`src/rtl/feature_packer.sv`:
```
// Feature packer: serialises accepted features into 10-word packets
// (HDR, LVL, 8x DESC) on a 32-bit valid/ready stream and closes each frame
// with a two-word trailer (counts, then tag with out_last).
//
// Ports
//   clk, reset        clock, synchronous active-high reset
//   in_valid/in_ready feature handshake; in_ready only in IDLE with no frame end pending
//   in_descriptor     256-bit descriptor
//   in_feature_x/y    COORD_BITS coordinates
//   in_level          16-bit pyramid level
//   in_frame_end      single-cycle end-of-frame pulse
//   out_data/out_valid/out_last/out_ready  packed word stream
module feature_packer #(
    parameter  int unsigned COORD_BITS      = 10,
    parameter  int unsigned MAX_FEATURES    = 500,
    localparam int unsigned DESCRIPTOR_BITS = 256,
    localparam int unsigned LEVEL_BITS      = 16,
    localparam int unsigned WORD_BITS       = 32
) (
    input  logic                       clk,
    input  logic                       reset,
    input  logic                       in_valid,
    input  logic [DESCRIPTOR_BITS-1:0] in_descriptor,
    input  logic [COORD_BITS-1:0]      in_feature_x,
    input  logic [COORD_BITS-1:0]      in_feature_y,
    input  logic [LEVEL_BITS-1:0]      in_level,
    output logic                       in_ready,
    input  logic                       in_frame_end,
    output logic [WORD_BITS-1:0]       out_data,
    output logic                       out_valid,
    output logic                       out_last,
    input  logic                       out_ready
);

    localparam int unsigned CNT_BITS    = 16;
    localparam int unsigned HALF_BITS   = 16;
    localparam logic [CNT_BITS-1:0]  MAX_CNT     = CNT_BITS'(MAX_FEATURES);
    localparam logic [CNT_BITS-1:0]  CNT_SAT     = 16'hFFFF;
    localparam logic [WORD_BITS-1:0] TRAILER_TAG = 32'hFEA7_E0F0;

    typedef enum logic [2:0] {
        S_IDLE = 3'd0,
        S_HDR  = 3'd1,
        S_LVL  = 3'd2,
        S_DESC = 3'd3,
        S_TRL0 = 3'd4,
        S_TRL1 = 3'd5
    } state_t;

    state_t                     r_state, w_nxt_state;
    logic [2:0]                 r_widx, w_nxt_widx;
    logic [CNT_BITS-1:0]        r_emitted, w_nxt_emitted;
    logic [CNT_BITS-1:0]        r_dropped, w_nxt_dropped;
    logic                       r_pending, w_nxt_pending;
    logic [COORD_BITS-1:0]      r_x, w_nxt_x;
    logic [COORD_BITS-1:0]      r_y, w_nxt_y;
    logic [LEVEL_BITS-1:0]      r_lvl, w_nxt_lvl;
    logic [DESCRIPTOR_BITS-1:0] r_desc, w_nxt_desc;
    logic [WORD_BITS-1:0]       r_out_data, w_nxt_data;
    logic                       r_out_valid, w_nxt_valid;
    logic                       r_out_last, w_nxt_last;
    logic                       w_xfer;
    logic                       w_accept;

    // in_ready is gated by reset so no feature can be taken in the reset cycle
    assign in_ready  = (r_state == S_IDLE) && !r_pending && !reset;
    assign w_accept  = in_valid && in_ready;
    assign w_xfer    = r_out_valid && out_ready;
    assign out_data  = r_out_data;
    assign out_valid = r_out_valid;
    assign out_last  = r_out_last;

    // Next-state logic; output word is decoded from the next state so the
    // output registers hold stable whenever the state does.
    always_comb begin
        w_nxt_state   = r_state;
        w_nxt_widx    = r_widx;
        w_nxt_emitted = r_emitted;
        w_nxt_dropped = r_dropped;
        w_nxt_pending = r_pending | in_frame_end;
        w_nxt_x       = r_x;
        w_nxt_y       = r_y;
        w_nxt_lvl     = r_lvl;
        w_nxt_desc    = r_desc;
        w_nxt_data    = '0;
        w_nxt_valid   = 1'b0;
        w_nxt_last    = 1'b0;

        case (r_state)
            S_IDLE: begin
                if (w_accept) begin
                    if (r_emitted < MAX_CNT) begin
                        w_nxt_x     = in_feature_x;
                        w_nxt_y     = in_feature_y;
                        w_nxt_lvl   = in_level;
                        w_nxt_desc  = in_descriptor;
                        w_nxt_state = S_HDR;
                    end else if (r_dropped != CNT_SAT) begin
                        w_nxt_dropped = r_dropped + 16'd1;
                    end
                end else if (r_pending || in_frame_end) begin
                    // Entering a trailer consumes one frame end; a second
                    // one arriving together stays pending.
                    w_nxt_state   = S_TRL0;
                    w_nxt_pending = r_pending & in_frame_end;
                end
            end
            S_HDR: begin
                if (w_xfer) w_nxt_state = S_LVL;
            end
            S_LVL: begin
                if (w_xfer) begin
                    w_nxt_state   = S_DESC;
                    w_nxt_widx    = 3'd0;
                    w_nxt_emitted = r_emitted + 16'd1;
                end
            end
            S_DESC: begin
                if (w_xfer) begin
                    if (r_widx == 3'd7) begin
                        if (r_pending || in_frame_end) begin
                            w_nxt_state   = S_TRL0;
                            w_nxt_pending = r_pending & in_frame_end;
                        end else begin
                            w_nxt_state = S_IDLE;
                        end
                    end else begin
                        w_nxt_widx = r_widx + 3'd1;
                    end
                end
            end
            S_TRL0: begin
                if (w_xfer) w_nxt_state = S_TRL1;
            end
            S_TRL1: begin
                if (w_xfer) begin
                    w_nxt_state   = S_IDLE;
                    w_nxt_emitted = '0;
                    w_nxt_dropped = '0;
                end
            end
            default: w_nxt_state = S_IDLE;
        endcase

        // Output word for the state about to be entered
        w_nxt_valid = (w_nxt_state != S_IDLE);
        w_nxt_last  = (w_nxt_state == S_TRL1);
        case (w_nxt_state)
            S_HDR:   w_nxt_data = {HALF_BITS'(w_nxt_x), HALF_BITS'(w_nxt_y)};
            S_LVL:   w_nxt_data = {w_nxt_lvl, w_nxt_emitted};
            S_DESC:  w_nxt_data = w_nxt_desc[{w_nxt_widx, 5'd0} +: WORD_BITS];
            S_TRL0:  w_nxt_data = {w_nxt_emitted, w_nxt_dropped};
            S_TRL1:  w_nxt_data = TRAILER_TAG;
            default: w_nxt_data = '0;
        endcase
    end

    // Control and output registers
    always_ff @(posedge clk) begin
        if (reset) begin
            r_state     <= S_IDLE;
            r_widx      <= '0;
            r_emitted   <= '0;
            r_dropped   <= '0;
            r_pending   <= 1'b0;
            r_out_data  <= '0;
            r_out_valid <= 1'b0;
            r_out_last  <= 1'b0;
        end else begin
            r_state     <= w_nxt_state;
            r_widx      <= w_nxt_widx;
            r_emitted   <= w_nxt_emitted;
            r_dropped   <= w_nxt_dropped;
            r_pending   <= w_nxt_pending;
            r_out_data  <= w_nxt_data;
            r_out_valid <= w_nxt_valid;
            r_out_last  <= w_nxt_last;
        end
    end

    // Feature holding register; contents after reset are irrelevant
    always_ff @(posedge clk) begin
        r_x    <= w_nxt_x;
        r_y    <= w_nxt_y;
        r_lvl  <= w_nxt_lvl;
        r_desc <= w_nxt_desc;
    end

endmodule

```
`config.mk`:
```
export PLATFORM = sky130hd
export DESIGN_NAME = feature_packer
export DESIGN_NICKNAME = d
export VERILOG_FILES = /design/src/rtl/feature_packer.sv
export SDC_FILE = /design/constraint.sdc
export NUM_CORES = 1
export LEC_CHECK = 0
export CAP_MARGIN = 20
export CORE_MARGIN = 5
export CORE_UTILIZATION = 40
export CTS_CLUSTER_SIZE = 12
export DETAILED_ROUTE_END_ITERATION = 7
export GPL_ROUTABILITY_DRIVEN = 0
export HOLD_SLACK_MARGIN = 0.15
export PLACE_DENSITY_LB_ADDON = 0.05
export SLEW_MARGIN = 20
export SYNTH_ARGS = -nofsm -noshare
export SYNTH_HDL_FRONTEND = slang
export SYNTH_SLANG_ARGS = --single-unit
```
`constraint.sdc`:
```
create_clock -name clk -period 3.7 [get_ports clk]
set_input_delay 0.925 -clock clk [delete_from_list [all_inputs] [get_ports clk]]
set_output_delay 0.925 -clock clk [all_outputs]
set_load 0.03 [all_outputs]
```
==> results of run 1 <==
[stage by stage]
step	cell area (um^2)	TNS, ns	worst slack (ns)	instances	hold slack [ns]
6_report	22300	0	0.270	2776	0.435
5_1_grt	22300	0	0.232	2774	0.453
4_1_cts	22300	0	0.416	2772	0.438
3_5_place_dp	21000	-1.19	-0.153	2705	0.428
3_3_place_gp	21000	-0.727	-0.158	2705	0.423
2_1_floorplan	16500	0	0.798	1846	0.414
[synthesized netlist by cell type, types with 16 or more instances]
master and count:
a211oi_1 31, a21oi_1 45, a22o_1 20, a31oi_1 35
and3_1 37, buf_2 59, buf_4 18, clkbuf_1 41
dfxtp_1 365, mux2_1 78, mux2_2 93, mux2i_1 49
nand2_1 499, nand2b_1 44, nand3_1 43, nand4_1 22
nor2_1 56, nor2b_1 16, o21a_1 19, o21ai_0 26
o22ai_1 32
[cell type report]
type                       instances  area [um^2]
antenna                            4         10.0
clock buffer                      60         1220
clock inverter                     7         62.6
fill                            3750        18500
inverter                           8         30.0
multi-input combinational       1343         8520
sequential                       365         7310
tap                              532          666
timing repair buffer             457         4470
[kinds of logic (layout without fill, tap and decap cells)]
family	count (synthesis)	after routing	share of synthesized area, %
fa+ha+maj	4	4	0.303
other cells	0	4	0
mux	220	220	14.6
xor+xnor	2	2	0.106
compound gates	332	332	14.7
flops	365	365	44.3
simple gates	785	785	21.6
buf+inv	138	532	4.40
[worst max-delay path, stage by stage]
cell,delay [ns]
clkdlybuf4s50_1,0.48
or3b_2,0.54
a2bb2oi_1,0.26
o31a_1,0.27
a211o_1,0.29
nor2_1,0.08
a2111oi_0,0.71
buf_4,0.22
o22ai_1,0.07
[sequential cells by signal (all words and copies together) (netlist names), 3 cells and up]
name       cells
out_data      32
r_dropped     16
r_y           10
r_lvl         16
r_state        3
r_x           10
r_emitted     16
r_widx         3
r_desc       256
[how the worst max path moves through the flow]
stage	startpoint	to	slack (ns)	cells past startpoint
floorplan	reset	in_ready	0.80	3
global placement	reset	out_data[5]	-0.16	9
detailed placement	reset	out_data[5]	-0.15	9
CTS	reset	out_data[5]	0.42	9
global route	reset	out_data[5]	0.23	9
finish	reset	out_data[5]	0.27	9
[per-layer routing]
layer  track usage [%]  part of all wire (%)  wire, um
met1              36.9                    46     28100
met2              39.7                    45     27400
met3              4.94                   7.0      4280
met4              6.69                   2.5      1540
met5                 0                 0.055        34
[power by group]
part	leakage [nW]	switching (W)	internal, W
combinational	5.33	0.00185	0.00181
clock	0.634	0.00161	0.00233
sequential	3.05	0.000462	0.00543
total	9.02	0.00392	0.00957
[cell usage in the layout, fill, tap and decap left out, types with 7 or more instances in the layout]
master / instances
a211oi_1: 31
a21o_1: 13
a21oi_1: 44
a221oi_1: 7
a22o_1: 20
a31oi_1: 34
and2_1: 8
and3_1: 37
buf_12: 17
buf_4: 110
clkbuf_1: 7
clkbuf_16: 41
clkbuf_8: 12
clkdlybuf4s50_1: 330
dfxtp_1: 365
mux2_1: 78
mux2_2: 93
mux2i_1: 49
nand2_1: 499
nand2b_1: 44
nand3_1: 43
nand4_1: 22
nor2_1: 56
nor2b_1: 16
nor3_1: 13
nor4_1: 9
o21a_1: 19
o21ai_0: 26
o21ai_1: 13
o221ai_1: 11
o22ai_1: 32
==> results.md, run 1 <==
- Total track usage: ~26%
- CTS root buf: clkbuf_16
- Post-cts sizing count: 0
- Crit Path Max Fanout: 4
- RR Startpoint: r_state[0]
- Mapped Cells: roughly 1800
- Post-synth ARST share: 0%
- Hold Path Cell Cnt: 2
- Leak Pwr: 9.02 nW
- Area contributors post-synth: dfxtp_1 (44%), nand2_1 (11%), mux2_2 (6.3%)
- Total core area: around 40000 um^2
- Drt first pass iters: 6
- Share of layout cells above drive strength 1: 14.2%
- DIE HEIGHT: 213 um
- Drt wl/cell: 22.1 um
- PD cells: roughly 610 nW/um^2
- H-Tree Depth: 2
- DRT Wirelength: 61300 um
- RR Endpoint: out_data[5]
- Worst Hold Endpoint: r_desc[12]
- I/O Pins: roughly 330
- Mapped Nets: 2147
- CTS Buf Count: 40
- Yosys top cell area share: 44.3%
- Required @ worst endpoint: 4.12 ns
- Final Cycle Share: between 90% and 100%
- FP Rows: 74
- Post-synthesis cell area: 16500 um^2
- Area leader, netlist: dfxtp_1
- Worst hold path class: flip-flop to flip-flop
- Post-DR vias/cell: between 5 and 6
- Status: finished clean
- Number of global-route vias before repair: 14322
- Worst Reg-to-Reg Cells: 10
- Hold_buf cts: 0
- Via count: 15019
- CTS max path bufs: 3
- Slew Viols, Final: 0
- Final min period: 3.43 ns
- Clock Skews: 0.0349 ns
- RSZ-0062 raised after global routing: no
- Global-route wire length before repair: just under 90000 um
- Number of synthesized flops with an enable pin: 0
- Total global routing overflow: 0
- Layout area overhead: 35.0%
- CP startpoint kind: primary input
- Initial antenna violation count: 5
- Endpoints failing setup: 0
- Number of setup buffers added after CTS: 0
- Worst IR Drop VDD: roughly 0.3 mV
- Post-DP HPWL: 46500 um
- Synthesis warning total: 0
- MaxCap Viol Count: 0
- Synth Flop Type: dfxtp_1
- Pin count of the biggest net entering global routing: 70
- Die width: 213 um
- Initial DRC Count: 1125
- Final Hold Vio Count: 0
- Sinks on Clock Net: 365
- Critical path class: primary input to flip-flop
- Hold_sp: r_desc[12]
- Crit path capture type: flip-flop
- Reg clk slew, reported paths: roughly 0.06 ns
- Worst Tran Pin Value: 1.01 ns
- Register bit total from synthesis: roughly 370
- Initial Utilization: 40.4%
- FF-to-FF setup slack: 0.38 ns
- Register area share after synthesis: 44.3%
- Die area: 45400 um^2
- Port bufs: around 330
- NumNets Final: between 2000 and 3000
- DRC viols: 0
- Worst EP arrival: roughly 3.9 ns
- Final core utilization: 54.6%
- Design Power: between 0.01 and 0.015 W
- Antenna-violating nets left: 0
- Max Freq: 292 MHz
- Post-Syn Area per Cell: between 8 and 9 um^2
- TritonCTS clock tree: done
- Worst slew margin: 32.1%
- Clk Latency, worst-skew pair: 0.56 ns
- Distinct cells, synth: 92
Note: power is estimated with default switching activity, not from simulation.
==> run 2, diff against run 1 <==
--- a/config.mk
+++ b/config.mk
@@ -10,6 +10,7 @@
 export CORE_UTILIZATION = 40
 export CTS_CLUSTER_SIZE = 12
 export DETAILED_ROUTE_END_ITERATION = 7
+export DONT_BUFFER_PORTS = 1
 export GPL_ROUTABILITY_DRIVEN = 0
 export HOLD_SLACK_MARGIN = 0.15
 export PLACE_DENSITY_LB_ADDON = 0.05
==> run 2 against run 1 <==
Against the previous run:
- via count decreased by 10%
- critical path depth decreased by 1
- maximum frequency increased by 4.0%
- power decreased by 2.0%
- sequential power increased by 0.8%
- flip-flop and latch count unchanged
==> results.md, run 2 (same netlist as run 1, synthesis figures left out) <==
- I/O Pins: 332 (unchanged)
- Final TNS setup: 0 ns (unchanged)
- Status: finished clean
- Endpoints failing setup: 0 (unchanged)
- Clk Latency, worst-skew pair: 0.58 ns (+0.02 ns)
- Fin area: 18700 um^2 (-16%)
- Post-cts sizing count: 0 (unchanged)
- Global-route wire length before repair: 84600 um (-5.3%)
- Max Freq: 303 MHz (+4.0%)
- Bufs and invs on worst path: 1 (-1)
- Max FFs per register: 256 (unchanged)
- TritonCTS clock tree: done
- Final Cycle Share: 89.1% (-3.5 points)
- Total core area: 40800 um^2 (unchanged)
- PD cells: 708 nW/um^2 (+17%)
- Share of layout cells above drive strength 1: 14.5% (+0.39 points)
- Initial Utilization: 40.4% (unchanged)
- Pin count of the biggest net entering global routing: 122 (+74%)
- Reg clk slew, reported paths: 0.06 ns (about the same)
- Int Pwr: 0.00937 W (-2.1%)
- Worst path slowest cell: a2111oi_0
- Hold_buf cts: 0 (unchanged)
- CP startpoint kind: flip-flop
- Antenna-violating nets left: 0 (unchanged)
- Worst IR Drop VDD: 0.312 mV (+6.4%)
- Sequential share of power: 44.9% (+1.2 points)
- NumNets Final: 2140 (-15%)
- Via count: 13465 (-10%)
- Drt wl/cell: 24.6 um (+11%)
- DIE HEIGHT: 213 um (unchanged)
- DRC viols: 0 (unchanged)
- Crit path capture type: flip-flop
- Worst EP arrival: 3.73 ns (-0.12 ns)
- DRT Wirelength: 59200 um (-3.3%)
- Commonest non-fill, non-tap cell in the layout: nand2_1
- Final min period: 3.30 ns (-0.131 ns)
- Initial antenna violation count: 20 (+15)
- RR Startpoint: r_state[1]
- Clock power frac: 32.3% (+3.1 points)
- Leak Pwr: 7.55 nW (-16%)
- Drt first pass iters: 5 (-1)
- Worst Setup EP: out_data[5]
- RSZ-0062 raised after global routing: no
- Worst Tran Pin Value: 0.939 ns (-0.0704 ns)
- CP top delay family: compound AO/OA/AOI/OAI gates
- Sw Ratio: 29.1% (+0.042 points)
- Logic pwr share: 22.7% (-4.5 points)
- Die width: 213 um (unchanged)
- Commonest cells after routing, fill and taps aside: nand2_1 (499), dfxtp_1 (365), mux2_2 (93)
- Number of setup buffers added after CTS: 0 (unchanged)
- Worst Reg-to-Reg Cells: 8 (-2)
- MaxCap Viol Count: 0 (unchanged)
- Worst hold path class: primary input to flip-flop
- Number of global-route vias before repair: 12938 (-9.7%)
- RR Endpoint: out_data[5]
- Worst path cell trace: buf_4, nor3b_2, o21ai_0, o21a_1, o21ai_1, nor2_1, a2111oi_0, o22ai_1
- Post-DR vias/cell: 5.58 (+3.2%)
- Die area: 45400 um^2 (unchanged)
- Slew Viols, Final: 0 (unchanged)
- Stages on the worst setup path: 8 (-1)
- Max incr delay on CP: 0.70 ns (about the same)
- CTS Buf Count: 43 (+7.5%)
- Post-DP HPWL: 44500 um (-4.3%)
- Crit Path Max Fanout: 13 (+9)
- Final core utilization: 45.7% (-8.9 points)
- CTS max path bufs: 3 (unchanged)
- Final Hold Vio Count: 0 (unchanged)
- CP startpoint: r_state[1]
- Total track usage: 24.8% (-0.84 points)
- Worst slew margin: 37.4% (+5.3 points)
- Total global routing overflow: 0 (unchanged)
- Initial DRC Count: 1089 (-3.2%)
- Required @ worst endpoint: 4.13 ns (about the same)
- CTS root buf: clkbuf_16
- Sw Pwr: 0.00385 W (-1.9%)
- Sinks on Clock Net: 365 (unchanged)
- Clock Skews: 0.0218 ns (-0.0130 ns)
- Critical path class: flip-flop to flip-flop
- Port bufs: 0 (-100%)
- Post-Place Cells: 2326 (-14%)
- FF-to-FF setup slack: 0.40 ns (+0.02 ns)
- FP Rows: 74 (unchanged)
- Top reg by flops: r_desc
- Layout area overhead: 13.1%
- Placed Area: 17200 um^2 (-18%)
- H-Tree Depth: 2 (unchanged)
- Post-Layout Cell Count: 2412 (-13%)
run 2: power groups by stage:
stage	clock (W)	combinational, W	sequential (W)
global placement	0	0.00294	0.00597
CTS	0.00439	0.00300	0.00594
finish	0.00427	0.00300	0.00594
detailed placement	0	0.00299	0.00602
floorplan	0	0.00233	0.00589
global route	0.00455	0.00336	0.00608
run 2: worst min path at each step:
stage	start	end	slack [ns]	cells after the start
after floorplan	r_desc[172]	r_desc[172]	0.41	2
after global placement	r_desc[132]	r_desc[132]	0.42	2
after detailed placement	r_desc[131]	r_desc[131]	0.43	2
after CTS	reset	r_dropped[6]	0.39	1
after global routing	reset	r_dropped[3]	0.41	1
final	reset	r_emitted[7]	0.43	1
run 2: stage by stage:
stage | total power, W | hold WS, ns | setup WS [ns]
after global routing | 0.0140 | 0.409 | 0.158
after floorplan | 0.00821 | 0.414 | 0.798
after CTS | 0.0133 | 0.388 | 0.444
final | 0.0132 | 0.431 | 0.402
after global placement | 0.00891 | 0.423 | 0.0930
after detailed placement | 0.00901 | 0.428 | 0.152
run 2: area by class of cell:
cell class	count	area, um^2
Fill cell	4037	22200
Multi-Input combinational cell	1343	8520
Sequential cell	365	7310
Clock buffer	65	1260
Timing Repair Buffer	78	686
Tap cell	532	666
Clock inverter	11	170
Inverter	8	30.0
Antenna cell	10	25.0
run 2: metal layers:
layer	GRT usage (%)	wire (um)	up-vias
li1	-	-	6508
met1	32.7	25400	6415
met2	38.1	26200	421
met3	9.05	5710	101
met4	8.14	1750	20
met5	0	133	-
